$ cat src/rtl/vga_pattern_selector.sv
// vga_pattern_selector: maps the sync controller's pixel counters to a 24-bit
// RGB test pattern. A debounced button press advances the pattern, and the
// change is applied only at a frame start so frames are never torn.
// Optional feature macro: PATTERN_GRADIENT_EN adds the GRADIENT pattern.
module vga_pattern_selector #(
    parameter int H_VISIBLE       = 640,
    parameter int V_VISIBLE       = 480,
    parameter int DEBOUNCE_CYCLES = 1000000,
    parameter int CHECK_SHIFT     = 5
) (
    input  logic        clk,
    input  logic        reset,
    input  logic        swap,
    input  logic [9:0]  hCounter,
    input  logic [9:0]  vCounter,
    output logic [23:0] color,
    output logic [1:0]  pattern,
    output logic        frame_start
);

    localparam int             CW       = $clog2(DEBOUNCE_CYCLES + 1);
    localparam logic [CW-1:0]  CNT_LAST = CW'(DEBOUNCE_CYCLES - 1);
    localparam int             BAR_W    = H_VISIBLE / 8;
    localparam logic [10:0]    H_VIS    = 11'(H_VISIBLE);
    localparam logic [10:0]    V_VIS    = 11'(V_VISIBLE);

    typedef enum logic [1:0] {
        BARS     = 2'd0,
        CHECKER  = 2'd1,
        SOLID    = 2'd2,
        GRADIENT = 2'd3
    } pat_t;

    logic          sync1_q, sync2_q;
    logic          acc_q, acc_d;
    logic [CW-1:0] cnt_q, cnt_d;
    logic          press;
    logic          swap_req_q, swap_req_d;
    logic          prev_origin_q;
    logic          at_origin;
    logic          advance;
    pat_t          state_q, state_d;
    logic [23:0]   color_q, color_d;
    logic [2:0]    bar_idx;

    // Two-flop synchroniser for the asynchronous button.
    always_ff @(posedge clk or posedge reset) begin
        if (reset) begin
            sync1_q <= 1'b0;
            sync2_q <= 1'b0;
        end else begin
            sync1_q <= swap;
            sync2_q <= sync1_q;
        end
    end

    // Debouncer: accept a new level only after a full run of differing samples.
    always_comb begin
        acc_d = acc_q;
        cnt_d = '0;
        press = 1'b0;
        if (sync2_q != acc_q) begin
            if (cnt_q == CNT_LAST) begin
                acc_d = ~acc_q;
                press = ~acc_q;
            end else begin
                cnt_d = cnt_q + 1'b1;
            end
        end
    end

    // Debouncer state, pending request and previous-origin flag.
    always_ff @(posedge clk or posedge reset) begin
        if (reset) begin
            acc_q         <= 1'b0;
            cnt_q         <= '0;
            swap_req_q    <= 1'b0;
            prev_origin_q <= 1'b0;
        end else begin
            acc_q         <= acc_d;
            cnt_q         <= cnt_d;
            swap_req_q    <= swap_req_d;
            prev_origin_q <= at_origin;
        end
    end

    // Presses within a frame collapse; a press on the advance cycle stays pending.
    assign swap_req_d  = (swap_req_q & ~advance) | press;
    assign at_origin   = (hCounter == 10'd0) && (vCounter == 10'd0);
    // Gate with reset so the output reads 0 while reset is held.
    assign frame_start = at_origin & ~prev_origin_q & ~reset;
    assign advance     = swap_req_q & frame_start;

    // Pattern state register.
    always_ff @(posedge clk or posedge reset) begin
        if (reset) state_q <= BARS;
        else       state_q <= state_d;
    end

    // Pattern next-state: step to the next pattern on a frame-aligned request.
    always_comb begin
        state_d = state_q;
        if (advance) begin
            case (state_q)
                BARS:    state_d = CHECKER;
                CHECKER: state_d = SOLID;
`ifdef PATTERN_GRADIENT_EN
                SOLID:   state_d = GRADIENT;
`else
                SOLID:   state_d = BARS;
`endif
                default: state_d = BARS;
            endcase
        end
    end

    // Bar index from threshold comparisons instead of a divider.
    always_comb begin
        bar_idx = 3'd0;
        for (int k = 1; k < 8; k++) begin
            if ({1'b0, hCounter} >= 11'(k * BAR_W)) bar_idx = bar_idx + 3'd1;
        end
    end

    // Colour for the current pixel under the current pattern.
    always_comb begin
        color_d = 24'h000000;
        if (({1'b0, hCounter} < H_VIS) && ({1'b0, vCounter} < V_VIS)) begin
            case (state_q)
                BARS: begin
                    case (bar_idx)
                        3'd0:    color_d = 24'hFFFFFF;
                        3'd1:    color_d = 24'hFFFF00;
                        3'd2:    color_d = 24'h00FFFF;
                        3'd3:    color_d = 24'h00FF00;
                        3'd4:    color_d = 24'hFF00FF;
                        3'd5:    color_d = 24'hFF0000;
                        3'd6:    color_d = 24'h0000FF;
                        default: color_d = 24'h000000;
                    endcase
                end
                CHECKER: color_d = (hCounter[CHECK_SHIFT] ^ vCounter[CHECK_SHIFT]) ? 24'hFFFFFF : 24'h000000;
                SOLID:   color_d = 24'h0000FF;
`ifdef PATTERN_GRADIENT_EN
                GRADIENT: color_d = {hCounter[9:2], vCounter[8:1], 8'h80};
`endif
                default: color_d = 24'h000000;
            endcase
        end
    end

    // Registered colour output, one clock behind the counters.
    always_ff @(posedge clk or posedge reset) begin
        if (reset) color_q <= 24'h000000;
        else       color_q <= color_d;
    end

    assign color   = color_q;
    assign pattern = state_q;

endmodule

$ cat config.mk
export PLATFORM = sky130hd
export DESIGN_NAME = vga_pattern_selector
export DESIGN_NICKNAME = d
export VERILOG_FILES = /design/src/rtl/vga_pattern_selector.sv
export SDC_FILE = /design/constraint.sdc
export NUM_CORES = 1
export LEC_CHECK = 0
export ABC_AREA = 1
export BUFFER_PORTS_ARGS = -buffer_cell sky130_fd_sc_hd__buf_2
export CAP_MARGIN = 20
export CORE_AREA = 8 8 90 92
export CTS_CLUSTER_DIAMETER = 40
export DETAILED_ROUTE_END_ITERATION = 10
export DIE_AREA = 0 0 98 100
export SYNTH_ARGS = -nofsm -noshare
export SYNTH_HDL_FRONTEND = slang
export SYNTH_SLANG_ARGS = --single-unit
$ cat constraint.sdc
create_clock -name clk -period 3.05 [get_ports clk]
set_input_delay 0.61 -clock clk [delete_from_list [all_inputs] [get_ports clk]]
set_output_delay 0.61 -clock clk [all_outputs]
set_load 0.005 [all_outputs]
==> run summary <==
Congestion Overflow GR: 0
final WL: 5030 um
routed wire length per instance: 11.4 um
Pwr Total: 1.08 mW
Pwr Density: 377 mW/mm^2
share of cells above drive strength 1: 39.2%
initial antenna violation count: 0
Synth cell types: 39
vias post-DR: 2038
Final Critical Period: 3.54 ns
die area: 0.00980 mm^2
Root Driver: clkbuf_8
CP endpoint kind: flop
relative max-transition margin: 61.4%
Peak supply drop: 254 uV
CP startpoint kind: input pin
violated checks: negative setup slack
final core area utilization: 43.0%
Hold WC Path Type: in -> async
core area: 0.00664 mm^2
post-synthesis cell area: 0.00215 mm^2
Final WS setup: -0.491 ns
CP max stage delay: 0.27 ns
Logic pwr share: 25.6%
Max Freq: 282 MHz
Layout Skew: 0.00791 ns
final number of setup-violating endpoints: 2
PortBufs: 49
unrepaired setup endpoints after global routing: yes
Crit Path Max Fanout: 3
Area Overhead vs Synth: 33.2%
NumNets Final: 389
switching portion of total power: 26.9%
status: finished, violations left
ANT cells: 0
Setup Crit Path Kind: in -> reg
Worst R2R Start: cnt_q[0]$_DFF_PP0_
DP HPWL: 3860 um
Clock Latency Late Sink: 0.28 ns
CP max stage cell: ha_1
antenna-violating nets left: 0
Post-synth ARST share: 100%
register area share after synthesis: 35.0%
EDFF count, synth: 0
RD Place Congestion: 0.852
Synth Warn #: 0
drt via density: 4.63
setup slack at placement: -0.869 ns
CTS Hold Buffers Added: 0
Leak Pwr: 1.49 nW
Avg Cell Area, Syn: 7.53 um^2
clock power share: 36.1%
top_reg_cell synth: dfrtp_1
Final period util: 116%
cell row count: 30
Max Cap Violations: 0
Total GRT Usage: 10.6%
vias in the first global route: 1969
CTS tree: yes
Mapped Nets: 315
setup slack, reg-to-reg: 1.07 ns
Final Hold Viols: 0
NetSw: 290 uW
Flop pwr share: 38.4%
worst r2r path cells: 9
Slew Limit Fails: 0
CTS clk-pin slew, worst paths: 0.06 ns
DRT iter0 DRCs: 114
H-tree level count: 2
CP required: 3.26 ns
Yosys reg bits: 30
Most common cell on crit path: nand2_1
I/O Pins: 50
Clock Tree Buf Depth: 2
worst slew pin tran: 0.572 ns
multi-input logic area: 0.00116 mm^2
Gate Count Post-Synth: 285
TritonRoute pass-1 iters: 4
Starting Density: 32.3%
first-pass GRT wire length: 8800 um
pin count of the biggest net entering global routing: 30
Filler Cell Count: 647
P_int: 788 uW
drc violations: 0
TritonCTS Sinks: 30
Die X-Extent: 98 um
total CTS buffers: 5
die height: 100 um
CP arrival: 3.75 ns
register area: 751 um^2
capturing point of the worst reg2reg path: cnt_q[16]$_DFF_PP0_
## kinds of logic (layout without fill, tap and decap cells)
| logic type | count (synthesis) | in the layout | share of synthesized area (%) |
|---|---|---|---|
| XOR/XNOR | 5 | 5 | 2.04 |
| multiplexers | 1 | 1 | 0.525 |
| AO/OA/AOI/OAI | 35 | 35 | 9.86 |
| AND/OR/NAND/NOR | 141 | 141 | 33.3 |
| adder cells (fa/ha/maj) | 7 | 7 | 4.08 |
| buffers and inverters | 66 | 141 | 15.2 |
| flip-flops | 30 | 30 | 35.0 |
## stage by stage
stage	cell area [um^2]	cells	TNS, ns	hold WS (ns)
6_report	2860	440	-0.922	0.175
5_1_grt	2860	440	-1.20	0.162
4_1_cts	2790	438	-0.899	0.168
3_5_place_dp	2560	418	-1.66	0.352
3_3_place_gp	2560	418	-1.57	0.343
2_1_floorplan	2180	285	-1.13	0.331
## layer usage
| metal | GRT usage [%] | part of all wire, % |
|---|---|---|
| met3 | 4.01 | 7.5 |
| met5 | 0 | 0 |
| met4 | 3.48 | 1.6 |
| met2 | 16.3 | 43 |
| met1 | 13.3 | 47 |
## area by class of cell
class,instances,area share (%)
multi-input cells,189,40.5
flip-flops and latches,30,26.3
repair buffers,89,20.1
inverters,44,5.78
well taps,80,3.50
clock buffers,5,2.41
clock inverters,3,1.40
## flip-flops by register name, indices dropped and copies added (netlist names)
name	count
cnt_q	20
color	3
pattern	2
acc_q	1
prev_origin_q	1
swap_req_q	1
sync1_q	1
sync2_q	1
## synth_stat cells, drive strengths merged, types with 2 or more instances
cell | instances | share of area, %
ha | 7 | 4.1
o21ai | 11 | 3.3
xnor2 | 2 | 0.82
o21a | 2 | 0.70
nand3 | 32 | 9.0
xor2 | 3 | 1.2
or2 | 2 | 0.58
buf | 21 | 7.3
nor2 | 34 | 6.8
dfrtp | 30 | 35
inv | 44 | 7.7
nand4 | 5 | 1.5
nor4 | 6 | 2.4
a21oi | 16 | 3.7
nor3 | 8 | 2.9
nand2 | 51 | 9.2
## placed cells by master, fill, tap and decap left out, types with 2 or more instances in the layout
| cell | n |
|---|---|
| nand2_1 | 45 |
| buf_2 | 45 |
| buf_4 | 41 |
| inv_1 | 37 |
| dfrtp_1 | 30 |
| nor2_1 | 28 |
| nand3_1 | 23 |
| a21oi_1 | 14 |
| nand3_2 | 8 |
| inv_2 | 7 |
| o21ai_0 | 6 |
| nand2_2 | 5 |
| nand4_1 | 5 |
| nor4_1 | 5 |
| nor3_1 | 5 |
| ha_1 | 5 |
| clkbuf_8 | 5 |
| nor2_2 | 4 |
| o21ai_2 | 4 |
| xor2_1 | 3 |
| nor2_4 | 2 |
| o21a_1 | 2 |
| a21oi_2 | 2 |
| xnor2_1 | 2 |
| nor3_2 | 2 |
| ha_4 | 2 |
| clkinv_2 | 2 |
| buf_8 | 2 |
## power groups by stage
stage / Clock [mW] / Sequential (mW) / Combinational, mW
global placement: 0 / 0.421 / 0.217
floorplan: 0 / 0.420 / 0.149
finish: 0.389 / 0.413 / 0.276
CTS: 0.399 / 0.414 / 0.254
global route: 0.418 / 0.415 / 0.307
detailed placement: 0 / 0.421 / 0.222
## worst max-delay path: cells and delay by family
kind | cells | cell delay (ns)
and+or+nand+nor | 14 | 1.39
buffers and inverters | 5 | 0.31
adders and majority gates | 5 | 1.10
AOI/OAI and AO/OA | 3 | 0.33
## what timing repair did
| action | 4_1_cts | 5_1_grt |
|---|---|---|
| resized for setup | 10 | 19 |
| setup endpoints to repair | 2 | 2 |
| pin swaps | 12 | 11 |
| gates cloned | 0 | 0 |
| buffers inserted | 12 | 2 |
## worst max path at each step
stage                          end   startpoint  cells past startpoint  slack, ns
3_5_place_dp   color[15]$_DFF_PP0_  hCounter[6]                     23      -0.87
5_1_grt        color[15]$_DFF_PP0_  hCounter[9]                     25      -0.63
6_report       color[15]$_DFF_PP0_  hCounter[9]                     27      -0.49
4_1_cts        color[15]$_DFF_PP0_  hCounter[8]                     27      -0.48
2_1_floorplan  color[15]$_DFF_PP0_  hCounter[9]                     26      -0.59
3_3_place_gp   color[15]$_DFF_PP0_  hCounter[6]                     25      -0.80
(Power assumes the default switching activity.)
